### config.mk
export PLATFORM = sky130hd
export DESIGN_NAME = pipeline_hazard_ctrl_flat
export DESIGN_NICKNAME = d
export VERILOG_FILES = /design/src/rtl/pipeline_hazard_ctrl_if.sv /design/src/rtl/pipeline_hazard_ctrl.sv /design/src/flat_wrapper.sv
export SDC_FILE = /design/constraint.sdc
export NUM_CORES = 1
export LEC_CHECK = 0
export CAP_MARGIN = 5
export CORE_AREA = 3 3 47 71
export DETAILED_ROUTE_END_ITERATION = 10
export DIE_AREA = 0 0 50 74
export PLACE_DENSITY = 0.82
export SETUP_SLACK_MARGIN = 0.05
export SYNTH_ARGS = -nofsm -noshare
export SYNTH_HDL_FRONTEND = slang
export SYNTH_SLANG_ARGS = --single-unit
### constraint.sdc
create_clock -name clk -period 3.35 [get_ports clk]
set_input_delay 0.5025 -clock clk [delete_from_list [all_inputs] [get_ports clk]]
set_output_delay 0.5025 -clock clk [all_outputs]
set_load 0.05 [all_outputs]
### src/rtl/pipeline_hazard_ctrl_if.sv
// Hazard-control bus between the pipeline datapath and the stall/flush sequencer.
// The master side is the datapath and the slave side is the sequencer.
interface pipeline_hazard_ctrl_if #(
  parameter int REG_W = 5,
  parameter int CNT_W = 16
);
  logic [REG_W-1:0] id_rs;
  logic [REG_W-1:0] id_rt;
  logic             id_no_rs;
  logic             id_no_rt;
  logic             id_redirect;
  logic             ex_mem_to_reg;
  logic             ex_reg_wr;
  logic [REG_W-1:0] ex_wrt_dst;
  logic             mem_mem_to_reg;
  logic             mem_mem_wr;
  logic             dmem_ready;
  logic             dmem_req;
  logic             pc_en;
  logic             ifid_en;
  logic             ifid_flush;
  logic             idex_en;
  logic             idex_bubble;
  logic             exmem_en;
  logic             memwb_bubble;
  logic             busy_err;
  logic [CNT_W-1:0] stall_count;

  modport master (
    output id_rs, id_rt, id_no_rs, id_no_rt, id_redirect,
    output ex_mem_to_reg, ex_reg_wr, ex_wrt_dst,
    output mem_mem_to_reg, mem_mem_wr, dmem_ready,
    input  dmem_req, pc_en, ifid_en, ifid_flush, idex_en, idex_bubble,
    input  exmem_en, memwb_bubble, busy_err, stall_count
  );

  modport slave (
    input  id_rs, id_rt, id_no_rs, id_no_rt, id_redirect,
    input  ex_mem_to_reg, ex_reg_wr, ex_wrt_dst,
    input  mem_mem_to_reg, mem_mem_wr, dmem_ready,
    output dmem_req, pc_en, ifid_en, ifid_flush, idex_en, idex_bubble,
    output exmem_en, memwb_bubble, busy_err, stall_count
  );
endinterface

### src/rtl/pipeline_hazard_ctrl.sv
// Stall/flush sequencer for a 5-stage pipeline: load-use stall, ID redirect flush,
// and a freeze FSM that waits on a multi-cycle data memory with a timeout error.
module pipeline_hazard_ctrl #(
  parameter int REG_W       = 5,
  parameter int CNT_W       = 16,
  parameter int MEM_TIMEOUT = 15
) (
  input  logic                  clk,
  input  logic                  rst,
  pipeline_hazard_ctrl_if.slave bus
);

  localparam int WAIT_W = $clog2(MEM_TIMEOUT + 1);

  typedef enum logic [1:0] {
    RUN      = 2'd0,
    MEM_WAIT = 2'd1,
    ERR      = 2'd2
  } state_t;

  state_t            r_state;
  state_t            w_state_next;
  logic [WAIT_W-1:0] r_wait_cnt;
  logic [WAIT_W-1:0] w_wait_cnt_next;
  logic [CNT_W-1:0]  r_stall_count;
  logic              r_busy_err;

  logic w_mem_op;
  logic w_ex_load;
  logic w_rs_hit;
  logic w_rt_hit;
  logic w_lu_haz;
  logic w_advance;

  logic w_dmem_req;
  logic w_pc_en;
  logic w_ifid_en;
  logic w_ifid_flush;
  logic w_idex_en;
  logic w_idex_bubble;
  logic w_exmem_en;
  logic w_memwb_bubble;

  assign w_mem_op  = bus.mem_mem_to_reg | bus.mem_mem_wr;
  // A load targeting r0 never produces a value, so it cannot create a hazard.
  assign w_ex_load = bus.ex_mem_to_reg & bus.ex_reg_wr & (bus.ex_wrt_dst != '0);
  assign w_rs_hit  = !bus.id_no_rs && (bus.id_rs == bus.ex_wrt_dst);
  assign w_rt_hit  = !bus.id_no_rt && (bus.id_rt == bus.ex_wrt_dst);
  assign w_lu_haz  = w_ex_load & (w_rs_hit | w_rt_hit);

  always_comb begin
    w_state_next    = r_state;
    w_wait_cnt_next = r_wait_cnt;
    w_advance       = 1'b0;
    w_dmem_req      = 1'b0;
    w_pc_en         = 1'b0;
    w_ifid_en       = 1'b0;
    w_ifid_flush    = 1'b0;
    w_idex_en       = 1'b0;
    w_idex_bubble   = 1'b0;
    w_exmem_en      = 1'b0;
    w_memwb_bubble  = 1'b0;

    case (r_state)
      RUN: begin
        if (w_mem_op && !bus.dmem_ready) begin
          w_dmem_req      = 1'b1;
          w_memwb_bubble  = 1'b1;
          w_state_next    = MEM_WAIT;
          w_wait_cnt_next = WAIT_W'(1);
        end else begin
          w_advance = 1'b1;
        end
      end
      MEM_WAIT: begin
        w_dmem_req = 1'b1;
        if (bus.dmem_ready) begin
          w_advance       = 1'b1;
          w_state_next    = RUN;
          w_wait_cnt_next = '0;
        end else begin
          w_memwb_bubble = 1'b1;
          if (r_wait_cnt == WAIT_W'(MEM_TIMEOUT)) begin
            w_state_next = ERR;
          end else begin
            w_wait_cnt_next = r_wait_cnt + 1'b1;
          end
        end
      end
      ERR: begin
        w_memwb_bubble = 1'b1;
      end
      default: begin
        w_state_next = RUN;
      end
    endcase

    // Normal advance; a load-use stall takes precedence over a redirect,
    // which simply re-evaluates once the bubble has gone through.
    if (w_advance) begin
      w_pc_en       = !w_lu_haz;
      w_ifid_en     = !w_lu_haz;
      w_idex_en     = 1'b1;
      w_idex_bubble = w_lu_haz;
      w_exmem_en    = 1'b1;
      w_ifid_flush  = bus.id_redirect & !w_lu_haz;
      w_dmem_req    = w_dmem_req | w_mem_op;
    end

    if (!rst) begin
      w_dmem_req     = 1'b0;
      w_pc_en        = 1'b0;
      w_ifid_en      = 1'b0;
      w_ifid_flush   = 1'b0;
      w_idex_en      = 1'b0;
      w_idex_bubble  = 1'b0;
      w_exmem_en     = 1'b0;
      w_memwb_bubble = 1'b0;
    end
  end

  always_ff @(posedge clk or negedge rst) begin
    if (!rst) begin
      r_state       <= RUN;
      r_wait_cnt    <= '0;
      r_stall_count <= '0;
      r_busy_err    <= 1'b0;
    end else begin
      r_state    <= w_state_next;
      r_wait_cnt <= w_wait_cnt_next;
      if (!w_pc_en && (r_stall_count != '1)) begin
        r_stall_count <= r_stall_count + 1'b1;
      end
      if (w_state_next == ERR) begin
        r_busy_err <= 1'b1;
      end
    end
  end

  assign bus.dmem_req     = w_dmem_req;
  assign bus.pc_en        = w_pc_en;
  assign bus.ifid_en      = w_ifid_en;
  assign bus.ifid_flush   = w_ifid_flush;
  assign bus.idex_en      = w_idex_en;
  assign bus.idex_bubble  = w_idex_bubble;
  assign bus.exmem_en     = w_exmem_en;
  assign bus.memwb_bubble = w_memwb_bubble;
  assign bus.busy_err     = r_busy_err;
  assign bus.stall_count  = r_stall_count;

endmodule

### src/flat_wrapper.sv
// flat-port wrapper written by rule: the top's interface ports become plain ports
module pipeline_hazard_ctrl_flat 
#(
  parameter int REG_W       = 5,
  parameter int CNT_W       = 16,
  parameter int MEM_TIMEOUT = 15
)
  (clk, rst, bus_id_rs, bus_id_rt, bus_id_no_rs, bus_id_no_rt, bus_id_redirect, bus_ex_mem_to_reg, bus_ex_reg_wr, bus_ex_wrt_dst, bus_mem_mem_to_reg, bus_mem_mem_wr, bus_dmem_ready, bus_dmem_req, bus_pc_en, bus_ifid_en, bus_ifid_flush, bus_idex_en, bus_idex_bubble, bus_exmem_en, bus_memwb_bubble, bus_busy_err, bus_stall_count);
  pipeline_hazard_ctrl_if #(.REG_W(REG_W), .CNT_W(CNT_W)) bus_i ();
  input  logic clk;
  input  logic rst;
  input wire logic [$bits(bus_i.id_rs)-1:0] bus_id_rs;
  input wire logic [$bits(bus_i.id_rt)-1:0] bus_id_rt;
  input wire logic [$bits(bus_i.id_no_rs)-1:0] bus_id_no_rs;
  input wire logic [$bits(bus_i.id_no_rt)-1:0] bus_id_no_rt;
  input wire logic [$bits(bus_i.id_redirect)-1:0] bus_id_redirect;
  input wire logic [$bits(bus_i.ex_mem_to_reg)-1:0] bus_ex_mem_to_reg;
  input wire logic [$bits(bus_i.ex_reg_wr)-1:0] bus_ex_reg_wr;
  input wire logic [$bits(bus_i.ex_wrt_dst)-1:0] bus_ex_wrt_dst;
  input wire logic [$bits(bus_i.mem_mem_to_reg)-1:0] bus_mem_mem_to_reg;
  input wire logic [$bits(bus_i.mem_mem_wr)-1:0] bus_mem_mem_wr;
  input wire logic [$bits(bus_i.dmem_ready)-1:0] bus_dmem_ready;
  output wire logic [$bits(bus_i.dmem_req)-1:0] bus_dmem_req;
  output wire logic [$bits(bus_i.pc_en)-1:0] bus_pc_en;
  output wire logic [$bits(bus_i.ifid_en)-1:0] bus_ifid_en;
  output wire logic [$bits(bus_i.ifid_flush)-1:0] bus_ifid_flush;
  output wire logic [$bits(bus_i.idex_en)-1:0] bus_idex_en;
  output wire logic [$bits(bus_i.idex_bubble)-1:0] bus_idex_bubble;
  output wire logic [$bits(bus_i.exmem_en)-1:0] bus_exmem_en;
  output wire logic [$bits(bus_i.memwb_bubble)-1:0] bus_memwb_bubble;
  output wire logic [$bits(bus_i.busy_err)-1:0] bus_busy_err;
  output wire logic [$bits(bus_i.stall_count)-1:0] bus_stall_count;
  assign bus_i.id_rs = bus_id_rs;
  assign bus_i.id_rt = bus_id_rt;
  assign bus_i.id_no_rs = bus_id_no_rs;
  assign bus_i.id_no_rt = bus_id_no_rt;
  assign bus_i.id_redirect = bus_id_redirect;
  assign bus_i.ex_mem_to_reg = bus_ex_mem_to_reg;
  assign bus_i.ex_reg_wr = bus_ex_reg_wr;
  assign bus_i.ex_wrt_dst = bus_ex_wrt_dst;
  assign bus_i.mem_mem_to_reg = bus_mem_mem_to_reg;
  assign bus_i.mem_mem_wr = bus_mem_mem_wr;
  assign bus_i.dmem_ready = bus_dmem_ready;
  assign bus_dmem_req = bus_i.dmem_req;
  assign bus_pc_en = bus_i.pc_en;
  assign bus_ifid_en = bus_i.ifid_en;
  assign bus_ifid_flush = bus_i.ifid_flush;
  assign bus_idex_en = bus_i.idex_en;
  assign bus_idex_bubble = bus_i.idex_bubble;
  assign bus_exmem_en = bus_i.exmem_en;
  assign bus_memwb_bubble = bus_i.memwb_bubble;
  assign bus_busy_err = bus_i.busy_err;
  assign bus_stall_count = bus_i.stall_count;
  pipeline_hazard_ctrl #(.REG_W(REG_W), .CNT_W(CNT_W), .MEM_TIMEOUT(MEM_TIMEOUT)) u_core (.clk(clk), .rst(rst), .bus(bus_i));
endmodule
======== Word level (Yosys, flattened, before mapping) ========
Index checks and enable logic that the tools add are counted.
word-level totals
  bits in registers ....................... 23
  bits of input ports ..................... 25
  output and inout bits ................... 25
  word-level logic and storage cells ...... 61
cells by class
  add/subtract/negate cells ............... 2
  equality and inequality tests ........... 9
  muxes and demuxes ....................... 26
  bitwise logic cells ..................... 7
  reductions and logical operators ........ 13
operator list
  kind                                                                    number
  16-bit by 1-bit adder with 16-bit output (second input constant)        1
  16-bit != test (second input constant)                                  1
  1-bit two-way mux                                                       15
  4-bit two-way mux                                                       3
  5-bit equality test                                                     2
  4-bit one-hot mux with 2 select lines                                   1
  2-bit two-way mux                                                       3
  2-bit one-hot mux with 3 select lines                                   1
  1-bit logical NOT                                                       5
  5-bit nonzero test                                                      1
  4-bit by 1-bit adder with 4-bit output (second input constant)          1
  1-bit bitwise AND                                                       4
  2-bit equality test (second input constant)                             2
  4-bit equality test (second input constant)                             1
  1-bit logical AND                                                       4
  1-bit one-hot mux with 2 select lines                                   2
  3-bit != test (second input constant)                                   1
  1-bit bitwise OR                                                        3
  1-bit one-hot mux with 3 select lines                                   1
  3-bit AND reduction                                                     1
  2-bit by 1-bit equality test with 1-bit output (second input constant)  1
  2-bit logical NOT                                                       1
  2-bit by 1-bit != test with 1-bit output (second input constant)        1
  2-bit nonzero test                                                      1

======== Depth between registers and ports, before layout ========
Gate-level depths: netlist of run 1.
  depth after elaboration ................. 9
  depth in mapped cells ................... 8
  mapped depth without buffers ............ 7

======== Worst setup path after synthesis of run 1 ========
No wires, ideal clock.
  kind .................................... in2out
  from .................................... input bus_mem_mem_wr
  to ...................................... output bus_ifid_flush
  arrival ................................. 2.465 ns
  required time ........................... 2.847 ns
  slack ................................... 0.383 ns
  stages .................................. 5
  cell sequence ........................... or3_1 -> a21oi_4 -> o21ai_0 -> inv_1 -> and2_1
on the way
  cells in the longest elaborated chain, start to end .. 6
RTL lines
  what                                   RTL line                     RTL
  start, declared                        flat_wrapper.sv:21           input wire logic [$bits(bus_i.mem_mem_wr)-1:0] bus_mem_mem_wr;
  1-bit bitwise OR                       pipeline_hazard_ctrl.sv:44   assign w_mem_op = bus.mem_mem_to_reg | bus.mem_mem_wr;
  1-bit logical AND                      pipeline_hazard_ctrl.sv:66   if (w_mem_op && !bus.dmem_ready) begin
  1-bit two-way mux                      pipeline_hazard_ctrl.sv:66
  1-bit one-hot mux with 2 select lines  pipeline_hazard_ctrl.sv:64   case (r_state)
  1-bit two-way mux                      pipeline_hazard_ctrl.sv:100  if (w_advance) begin
  1-bit two-way mux                      pipeline_hazard_ctrl.sv:110  if (!rst) begin
  end, declared                          flat_wrapper.sv:26           output wire logic [$bits(bus_i.ifid_flush)-1:0] bus_ifid_flush;
No other way between the ends.

======== Worst setup path in the final report of run 1 ========
  from .................................... input bus_ex_wrt_dst[4]
  to ...................................... output bus_ifid_flush
on the way
  cells in the longest elaborated chain, start to end .. 8
  elaborated cells on any way between the ends .. 12
  classes of those cells .................. eq/ne (2); mux (2); bitwise (4); reduce/logical (4)
RTL lines
  what                                    RTL line                                                RTL
  start, declared                         flat_wrapper.sv:19                                      input wire logic [$bits(bus_i.ex_wrt_dst)-1:0] bus_ex_wrt_dst;
  5-bit equality test (on tied branches)  pipeline_hazard_ctrl.sv:47, pipeline_hazard_ctrl.sv:48
  1-bit logical AND (on tied branches)    pipeline_hazard_ctrl.sv:47, pipeline_hazard_ctrl.sv:48
  1-bit bitwise OR                        pipeline_hazard_ctrl.sv:49                              assign w_lu_haz = w_ex_load & (w_rs_hit | w_rt_hit);
  1-bit bitwise AND (*)                   pipeline_hazard_ctrl.sv:49
  1-bit logical NOT (*)                   pipeline_hazard_ctrl.sv:106                             w_ifid_flush = bus.id_redirect & !w_lu_haz;
  1-bit bitwise AND (*)                   pipeline_hazard_ctrl.sv:106
  1-bit two-way mux (*)                   pipeline_hazard_ctrl.sv:100
  1-bit two-way mux (*)                   pipeline_hazard_ctrl.sv:110
Every way passes the cells marked *; elsewhere a longest branch is shown, timed or not.

==> out/summary.txt, run 1 <==
VDD IR max -> 0.394 mV
Resized Gates After CTS -> 0
Required time worst endpoint -> 2850 ps
Finished Layout Cells -> 221
CTS sink count -> 23
Final Hold Viols -> 0
WHS -> 489 ps
Pleak -> 0.790 nW
Initial antenna violation count -> 0
CP max stage cell -> clkdlybuf4s50_1
Critical Path End Type -> primary output
Vias/cell -> 5.14
CTS H-tree lvls -> 1
Reg2reg end -> u_core.bus.stall_count[1]
Setup WS pre-CTS -> 321 ps
First-pass DRT Iterations -> 4
Worst-path fanout max -> 3
Clock-pin slew on the worst setup and hold paths -> 80 ps
DRC Markers -> 0
Post-layout min period -> 3020 ps
First-pass GRT wire length -> 5000 µm
Ys Warns -> 0
GPL Wtd Cong -> 0.749
Status -> complete, no violations
Period Utilization, post-route -> 0.903
Syn Area/Cell -> 9.89 µm²
Horiz. Die Dim -> 50 µm
Clock Latency Late Sink -> 260 ps
CTS max path bufs -> 2
Tot Pwr -> 0.923 mW
DP Area -> 1880 µm²
Slew Viols, Final -> 0
Synth top area cells -> dfrtp_1, xnor2_1, xor2_1, nand4_1, nand3_1
Register area share after synthesis -> 0.444
Crit path max-delay family -> buffers and inverters
Post CTS Setup Buffer Count -> 0
I/O pin cnt -> 50
PortBufs -> 49
Root Buffer -> clkbuf_8
Hold crit path type -> flop to flop
Hold buffers post-CTS -> 0
CP Launch Point -> bus_ex_wrt_dst[4]
Max-cap viol count -> 0
# diodes -> 0
Synth Register Bits -> 23
Placed cells -> 217
Clock Skew -> 7.33 ps
Post-synth top area share -> 0.444
Critical-path cell list -> clkdlybuf4s50_1, xor2_1, nor4_1, a22oi_1, o21ai_0, inv_1, and2_1, buf_12
Pin count of the biggest net entering global routing -> 25
GR Util All Layers -> 0.177
Worst-margin pin slew -> 679 ps
RSZ-0062 raised after global routing -> false
Worst Reg-to-Reg Cells -> 6
Final core occ -> 0.677
Slew HR -> 0.547
Count of cell types in the netlist -> 33
TNS Setup -> 0 ps
Predominant post-synthesis flop cell -> dfrtp_1
Initial Utilization -> 0.454
Share of layout cells above drive strength 1 -> 0.110
CP arrival -> 2520 ps
Fmax -> 0.331 GHz
Final worst slack -> 327 ps
Worst setup path end -> bus_ifid_flush
Iter 0 DRT Violations -> 27
Die Height -> 74 µm
Setup slack, reg-to-reg -> 1120 ps
Total number of vias -> 1,136
DP HPWL -> 2500 µm
Async SR Flop Fraction -> 1.00
Crit Path Category -> primary input to primary output
Post-synthesis cell count -> 131
Synth area leader -> dfrtp_1
GR Overflow Total -> 0
Nets -> 210
Vias in the first global route -> 1,138
DRT Wirelength -> 3130 µm
WL/cell -> 14.2 µm
Die area -> 3700 µm²
P per Cell Area -> 478 nW/µm²
CTS Buf Count -> 3
Reg2Reg Launch Point -> u_core.bus.stall_count[0]
Startpoint type of the worst setup path -> primary input
Max incr delay on CP -> 470 ps
CORE AREA -> 2850 µm²
Crit path buf inv count -> 3
Syn nets -> 158
Post-synth EDFFs -> 0
CTS tree -> built
Setup violations, final -> 0
Instance count on the critical path -> 8
Detail Route Antenna Nets -> 0
Row cnt -> 24
Post-route cell area -> 1930 µm²
Cell Area, Synth -> 1300 µm²
Area grow syn2layout -> 48.9%
==> how the worst min path moves through the flow <==
| stage | start | to | cells past startpoint |
|---|---|---|---|
| 5_1_grt | u_core.bus.stall_count[15] | u_core.bus.stall_count[15] | 1 |
| 3_3_place_gp | u_core.bus.busy_err | u_core.bus.busy_err | 1 |
| 2_1_floorplan | rst | u_core.bus.busy_err | 0 |
| 4_1_cts | u_core.bus.busy_err | u_core.bus.busy_err | 1 |
| 6_report | u_core.bus.busy_err | u_core.bus.busy_err | 1 |
| 3_5_place_dp | u_core.bus.busy_err | u_core.bus.busy_err | 1 |
==> placed cells by master, fill, tap and decap left out, types with 5 or more instances in the layout <==
cell type,instances
clkdlybuf4s50_1,41
dfrtp_1,23
xor2_1,13
xnor2_1,13
nor2_1,12
nand3_1,10
nand4_1,9
buf_12,7
nand2_1,6
inv_1,5
==> power by group <==
part | switching (mW) | total [mW] | internal, mW
clock | 0.0871 | 0.170 | 0.0829
combinational | 0.228 | 0.374 | 0.146
sequential | 0.0578 | 0.379 | 0.321
total | 0.373 | 0.923 | 0.550
==> logic make-up after synthesis <==
group           after synthesis  share of synthesized area
compound gates               16                     0.0907
buf+inv                       8                     0.0347
fa+ha+maj                     2                     0.0193
mux                           1                    0.00869
simple gates                 55                      0.227
xor+xnor                     26                      0.176
flops                        23                      0.444
==> final cells by class <==
| cell class | count | area (µm²) |
|---|---|---|
| fill | 213 | 922 |
| multi-input combinational | 100 | 676 |
| sequential | 23 | 576 |
| timing repair buffer | 50 | 566 |
| tap | 39 | 48.8 |
| clock buffer | 3 | 41.3 |
| inverter | 5 | 18.8 |
| clock inverter | 1 | 5.00 |
==> routing by layer <==
metal,GRT usage,routed length (µm)
met4,0.0646,31
met2,0.339,1680
met3,0.0461,253
met5,0,0
met1,0.181,1160
==> sequential cells by signal (all words and copies together), names as in the netlist <==
name                    count
u_core.bus.busy_err         1
u_core.r_state              2
u_core.r_wait_cnt           4
u_core.bus.stall_count     16
==> Yosys cell counts (3+ instances only) <==
cell,n
and3_1,4
nand4_1,9
nor2_1,12
xor2_1,13
inv_1,5
a21oi_1,4
and2_1,3
nand2_1,6
nand3_1,10
xnor2_1,13
dfrtp_1,23
o21ai_0,4
Note: power is estimated with default switching activity, not from simulation.
==> run 2: changes to the inputs <==
--- a/config.mk
+++ b/config.mk
@@ -9,8 +9,9 @@
 export CORE_AREA = 3 3 47 71
 export DETAILED_ROUTE_END_ITERATION = 10
 export DIE_AREA = 0 0 50 74
-export PLACE_DENSITY = 0.82
+export PLACE_DENSITY = 0.79
 export SETUP_SLACK_MARGIN = 0.05
+export SKIP_LAST_GASP = 1
 export SYNTH_ARGS = -nofsm -noshare
 export SYNTH_HDL_FRONTEND = slang
 export SYNTH_SLANG_ARGS = --single-unit
==> out/summary.txt, run 2 (same netlist as run 1, synthesis figures left out) <==
DRT Wirelength -> 3150 µm (was 3130 µm)
Setup violations, final -> 0 (unchanged)
Detail Route Antenna Nets -> 0 (unchanged)
Post CTS Setup Buffer Count -> 0 (unchanged)
First-pass GRT wire length -> 5590 µm (was 5000 µm)
Share of layout cells above drive strength 1 -> 0.110 (unchanged)
Clock power frac -> 0.185 (was 0.184)
Commonest cells after routing, fill and taps aside -> clkdlybuf4s50_1, dfrtp_1, xor2_1, xnor2_1, nor2_1 (unchanged)
TNS Setup -> 0 ps (unchanged)
Pleak -> 0.790 nW (unchanged)
Int Pwr -> 0.549 mW (was 0.550 mW)
Post-route cell area -> 1930 µm² (unchanged)
Final core occ -> 0.677 (unchanged)
Net switching power -> 0.373 mW (about the same)
Crit Path Category -> primary input to primary output (unchanged)
Pin count of the biggest net entering global routing -> 25 (unchanged)
First-pass DRT Iterations -> 4 (unchanged)
CTS sink count -> 23 (unchanged)
Worst Reg-to-Reg Cells -> 6 (unchanged)
Hold path startpoint -> u_core.bus.busy_err (unchanged)
Sw frac -> 0.404 (about the same)
Most common cell after layout, fill and taps aside -> clkdlybuf4s50_1 (unchanged)
Vias/cell -> 5.39 (was 5.14)
CTS tree -> built (unchanged)
Hold crit path type -> flop to flop (unchanged)
CP arrival -> 2560 ps (was 2520 ps)
Status -> complete, no violations (unchanged)
Setup slack, reg-to-reg -> 1150 ps (was 1120 ps)
Max-cap viol count -> 0 (unchanged)
Clock Latency Late Sink -> 270 ps (was 260 ps)
Hold buffers post-CTS -> 0 (unchanged)
Final Hold Viols -> 0 (unchanged)
DP Area -> 1880 µm² (unchanged)
Clock Skew -> 9.21 ps (was 7.33 ps)
Worst setup path end -> bus_ifid_flush (unchanged)
GPL Wtd Cong -> 0.755 (was 0.749)
Critical Path End Type -> primary output (unchanged)
Worst-margin pin slew -> 656 ps (was 679 ps)
RSZ-0062 raised after global routing -> false (unchanged)
Clock-pin slew on the worst setup and hold paths -> 70 ps (was 80 ps)
Hold depth -> 1 (unchanged)
GR Overflow Total -> 0 (unchanged)
Row cnt -> 24 (unchanged)
Combinational cell fraction of total power -> 0.402 (was 0.405)
Worst-path fanout max -> 3 (unchanged)
WL/cell -> 14.3 µm (was 14.2 µm)
I/O pin cnt -> 50 (unchanged)
Max reg flops -> 16 (unchanged)
CTS max path bufs -> 2 (unchanged)
Reg2reg end -> u_core.bus.stall_count[1] (unchanged)
Reg2Reg Launch Point -> u_core.bus.stall_count[0] (unchanged)
Startpoint type of the worst setup path -> primary input (unchanged)
Area grow syn2layout -> 48.9% (unchanged)
Nets -> 210 (unchanged)
Vias in the first global route -> 1,277 (was 1,138)
Tot Pwr -> 0.922 mW (was 0.923 mW)
Required time worst endpoint -> 2850 ps (about the same)
P per Cell Area -> 477 nW/µm² (was 478 nW/µm²)
Resized Gates After CTS -> 0 (unchanged)
Total number of vias -> 1,191 (was 1,136)
DRC Markers -> 0 (unchanged)
Root Buffer -> clkbuf_8 (unchanged)
Flop pwr share -> 0.412 (was 0.410)
Period Utilization, post-route -> 0.914 (was 0.903)
Initial antenna violation count -> 0 (unchanged)
Iter 0 DRT Violations -> 28 (was 27)
Initial Utilization -> 0.454 (unchanged)
Die Height -> 74 µm (unchanged)
Slew Viols, Final -> 0 (unchanged)
Die area -> 3700 µm² (unchanged)
VDD IR max -> 0.399 mV (was 0.394 mV)
Horiz. Die Dim -> 50 µm (unchanged)
CP Launch Point -> bus_ex_wrt_dst[3] (was bus_ex_wrt_dst[4])
Slew HR -> 0.562 (was 0.547)
PortBufs -> 49 (unchanged)
# diodes -> 0 (unchanged)
DP HPWL -> 2590 µm (was 2500 µm)
Fmax -> 0.327 GHz (was 0.331 GHz)
GR Util All Layers -> 0.194 (was 0.177)
CTS Buf Count -> 3 (unchanged)
CORE AREA -> 2850 µm² (unchanged)
Post-layout min period -> 3060 ps (was 3020 ps)
CTS H-tree lvls -> 1 (unchanged)
run 2: cell counts in the layout (fill, tap and decap cells not counted):
No cell type changed its count.
run 2: final cells by class:
cell class / instances / area (µm²)
Clock buffer: 3 / 41.3
Clock inverter: 1 / 5.00
Fill cell: 234 / 922
Inverter: 5 / 18.8
Multi-Input combinational cell: 100 / 676
Sequential cell: 23 / 576
Tap cell: 39 / 48.8
Timing Repair Buffer: 50 / 566
run 2: worst max-delay path: stages:
cell	delay [ps]
clkdlybuf4s50_1	470
xor2_1	190
nor4_2	330
a22oi_1	190
o21ai_0	300
inv_1	190
and2_1	230
buf_12	150
run 2: stage by stage:
stage	std cells	setup WS, ps	hold slack [ps]
after floorplan	131	383	207
after global placement	217	364	455
after detailed placement	217	293	464
after CTS	221	282	485
after global routing	221	77.4	523
final	221	288	479
run 2: worst min-delay path by stage:
stage          slack [ps]                    endpoint
6_report              480         u_core.bus.busy_err
2_1_floorplan         210         u_core.bus.busy_err
5_1_grt               520  u_core.bus.stall_count[11]
3_3_place_gp          450         u_core.bus.busy_err
3_5_place_dp          460         u_core.bus.busy_err
4_1_cts               490         u_core.bus.busy_err
run 2: power groups by stage:
stage / Combinational (mW) / Sequential (mW) / Clock (mW)
global placement: 0.366 / 0.378 / 0
detailed placement: 0.374 / 0.385 / 0
CTS: 0.375 / 0.380 / 0.176
finish: 0.371 / 0.380 / 0.171
global route: 0.393 / 0.389 / 0.184
floorplan: 0.0847 / 0.518 / 0
run 2: routing by layer:
layer	up-vias	track usage	routed length, µm
met2	52	0.369	1740
li1	562	-	-
met4	0	0.114	104
met1	568	0.183	1060
met3	9	0.0501	251
met5	-	0	0
==> run 3: changes to the inputs <==
--- a/config.mk
+++ b/config.mk
@@ -5,11 +5,12 @@
 export SDC_FILE = /design/constraint.sdc
 export NUM_CORES = 1
 export LEC_CHECK = 0
-export CAP_MARGIN = 5
-export CORE_AREA = 3 3 47 71
+export ABC_CLOCK_PERIOD_IN_PS = 3110
+export CAP_MARGIN = 20
+export CORE_AREA = 3 3 49 74
 export DETAILED_ROUTE_END_ITERATION = 10
-export DIE_AREA = 0 0 50 74
-export PLACE_DENSITY = 0.79
+export DIE_AREA = 0 0 52 77
+export PLACE_DENSITY = 0.73
 export SETUP_SLACK_MARGIN = 0.05
 export SKIP_LAST_GASP = 1
 export SYNTH_ARGS = -nofsm -noshare
==> constraint.sdc (replaced) <==
create_clock -name clk -period 3.11 [get_ports clk]
set_input_delay 0.4665 -clock clk [delete_from_list [all_inputs] [get_ports clk]]
set_output_delay 0.4665 -clock clk [all_outputs]
set_load 0.05 [all_outputs]
==> out/summary.txt, run 3 (same netlist as run 1, synthesis figures left out) <==
Status -> complete, no violations (unchanged)
Iter 0 DRT Violations -> 28 (unchanged)
I/O pin cnt -> 50 (unchanged)
Pleak -> 0.798 nW (was 0.790 nW)
FF/Latch Area -> 576 µm² (unchanged)
Critical Path End Type -> primary output (unchanged)
Final core occ -> 0.630 (was 0.677)
Area grow syn2layout -> 50.5% (was 48.9%)
Hold crit path type -> flop to flop (unchanged)
# diodes -> 0 (unchanged)
GPL Wtd Cong -> 0.739 (was 0.755)
CTS sink count -> 23 (unchanged)
Period Utilization, post-route -> 0.918
Vias in the first global route -> 1,198 (was 1,277)
Initial Utilization -> 0.419 (was 0.454)
Finished Layout Cells -> 223 (was 221)
Crit Path Category -> primary input to primary output (unchanged)
Nets -> 211 (was 210)
Post CTS Setup Buffer Count -> 0 (unchanged)
Share of layout cells above drive strength 1 -> 0.109 (was 0.110)
Worst-margin pin slew -> 644 ps (was 656 ps)
CTS max path bufs -> 2 (unchanged)
GR Overflow Total -> 0 (unchanged)
Root Buffer -> clkbuf_8 (unchanged)
First-pass GRT wire length -> 5090 µm (was 5590 µm)
Slew Viols, Final -> 0 (unchanged)
Die Height -> 77 µm (was 74 µm)
Multi-input logic area -> 676 µm² (unchanged)
Pin count of the biggest net entering global routing -> 25 (unchanged)
Resized Gates After CTS -> 0 (unchanged)
DP HPWL -> 2570 µm (was 2590 µm)
Most common cell after layout, fill and taps aside -> clkdlybuf4s50_1 (unchanged)
Max-cap viol count -> 0 (unchanged)
Worst-path fanout max -> 3 (unchanged)
Slew HR -> 0.571 (was 0.562)
Required time worst endpoint -> 2640 ps (was 2850 ps)
CTS H-tree lvls -> 1 (unchanged)
WL/cell -> 13.7 µm (was 14.3 µm)
Clock Skew -> 1.72 ps (was 9.21 ps)
P per Cell Area -> 507 nW/µm² (was 477 nW/µm²)
Fmax -> 0.350 GHz
RSZ-0062 raised after global routing -> false (unchanged)
Total number of vias -> 1,161 (was 1,191)
Horiz. Die Dim -> 52 µm (was 50 µm)
CORE AREA -> 3100 µm² (was 2850 µm²)
VDD IR max -> 0.318 mV (was 0.399 mV)
Hold buffers post-CTS -> 0 (unchanged)
Detail Route Antenna Nets -> 0 (unchanged)
GR Util All Layers -> 0.164 (was 0.194)
CTS tree -> built (unchanged)
Max reg flops -> 16 (unchanged)
Die area -> 4000 µm² (was 3700 µm²)
Vias/cell -> 5.21 (was 5.39)
CP arrival -> 2390 ps (was 2560 ps)
Setup violations, final -> 0 (unchanged)
TNS Setup -> 0 ps (unchanged)
Placed cells -> 219 (was 217)
Initial antenna violation count -> 0 (unchanged)
Commonest cells after routing, fill and taps aside -> clkdlybuf4s50_1, dfrtp_1, xor2_1, xnor2_1, nor2_1 (unchanged)
Fillers -> 250 (was 234)
Row cnt -> 25 (was 24)
CTS Buf Count -> 3 (unchanged)
PortBufs -> 49 (unchanged)
Clock-pin slew on the worst setup and hold paths -> 70 ps (about the same)
Clock Latency Late Sink -> 260 ps (was 270 ps)
DRT Wirelength -> 3050 µm (was 3150 µm)
DRC Markers -> 0 (unchanged)
Final Hold Viols -> 0 (unchanged)
Startpoint type of the worst setup path -> primary input (unchanged)
First-pass DRT Iterations -> 4 (unchanged)
Post-layout min period -> 2850 ps
-- run 3: metrics by stage --
step / hold WS [ps] / setup WS [ps] / total power [mW] / area [µm²]
floorplan: 171 / 215 / 0.650 / 1300
global placement: 456 / 218 / 0.804 / 1910
detailed placement: 468 / 186 / 0.821 / 1910
CTS: 487 / 184 / 1.00 / 1950
global route: 515 / 93.0 / 1.04 / 1950
finish: 478 / 256 / 0.988 / 1950
-- run 3: where the power goes --
part / total [mW] / switching (mW) / internal (mW)
Combinational: 0.400 / 0.242 / 0.158
Clock: 0.179 / 0.0879 / 0.0913
Sequential: 0.409 / 0.0634 / 0.346
-- run 3: final cells by class --
type / count / share of cell area
Sequential cell: 23 / 0.295
Inverter: 5 / 0.00962
Timing Repair Buffer: 51 / 0.300
Multi-Input combinational cell: 100 / 0.346
Tap cell: 40 / 0.0257
Clock buffer: 4 / 0.0231
-- run 3: per-layer routing --
| metal | vias to the layer above | GRT usage | wire [µm] |
|---|---|---|---|
| met1 | 556 | 0.163 | 1100 |
| met3 | 2 | 0.0311 | 203 |
| met4 | 0 | 0.0630 | 24 |
| li1 | 562 | - | - |
| met5 | - | 0 | 0 |
| met2 | 41 | 0.314 | 1710 |
-- run 3: critical path, stage by stage --
cell,delay (ps)
clkdlybuf4s50_1,470
or4_1,570
o211ai_2,210
o21ai_1,120
inv_1,190
and2_1,210
buf_12,150
-- run 3: worst paths after layout --
check                      slack, ps                         to                start  cells past startpoint
min in group asynchronous        590          u_core.r_state[0]                  rst                      2
setup reg to reg                 920  u_core.bus.stall_count[1]    u_core.r_state[0]                      6
setup / recovery                 260             bus_ifid_flush    bus_ex_wrt_dst[0]                      7
max in group asynchronous       2290  u_core.bus.stall_count[8]                  rst                      2
hold reg to reg                  480        u_core.bus.busy_err  u_core.bus.busy_err                      1
hold / removal                   480        u_core.bus.busy_err  u_core.bus.busy_err                      1
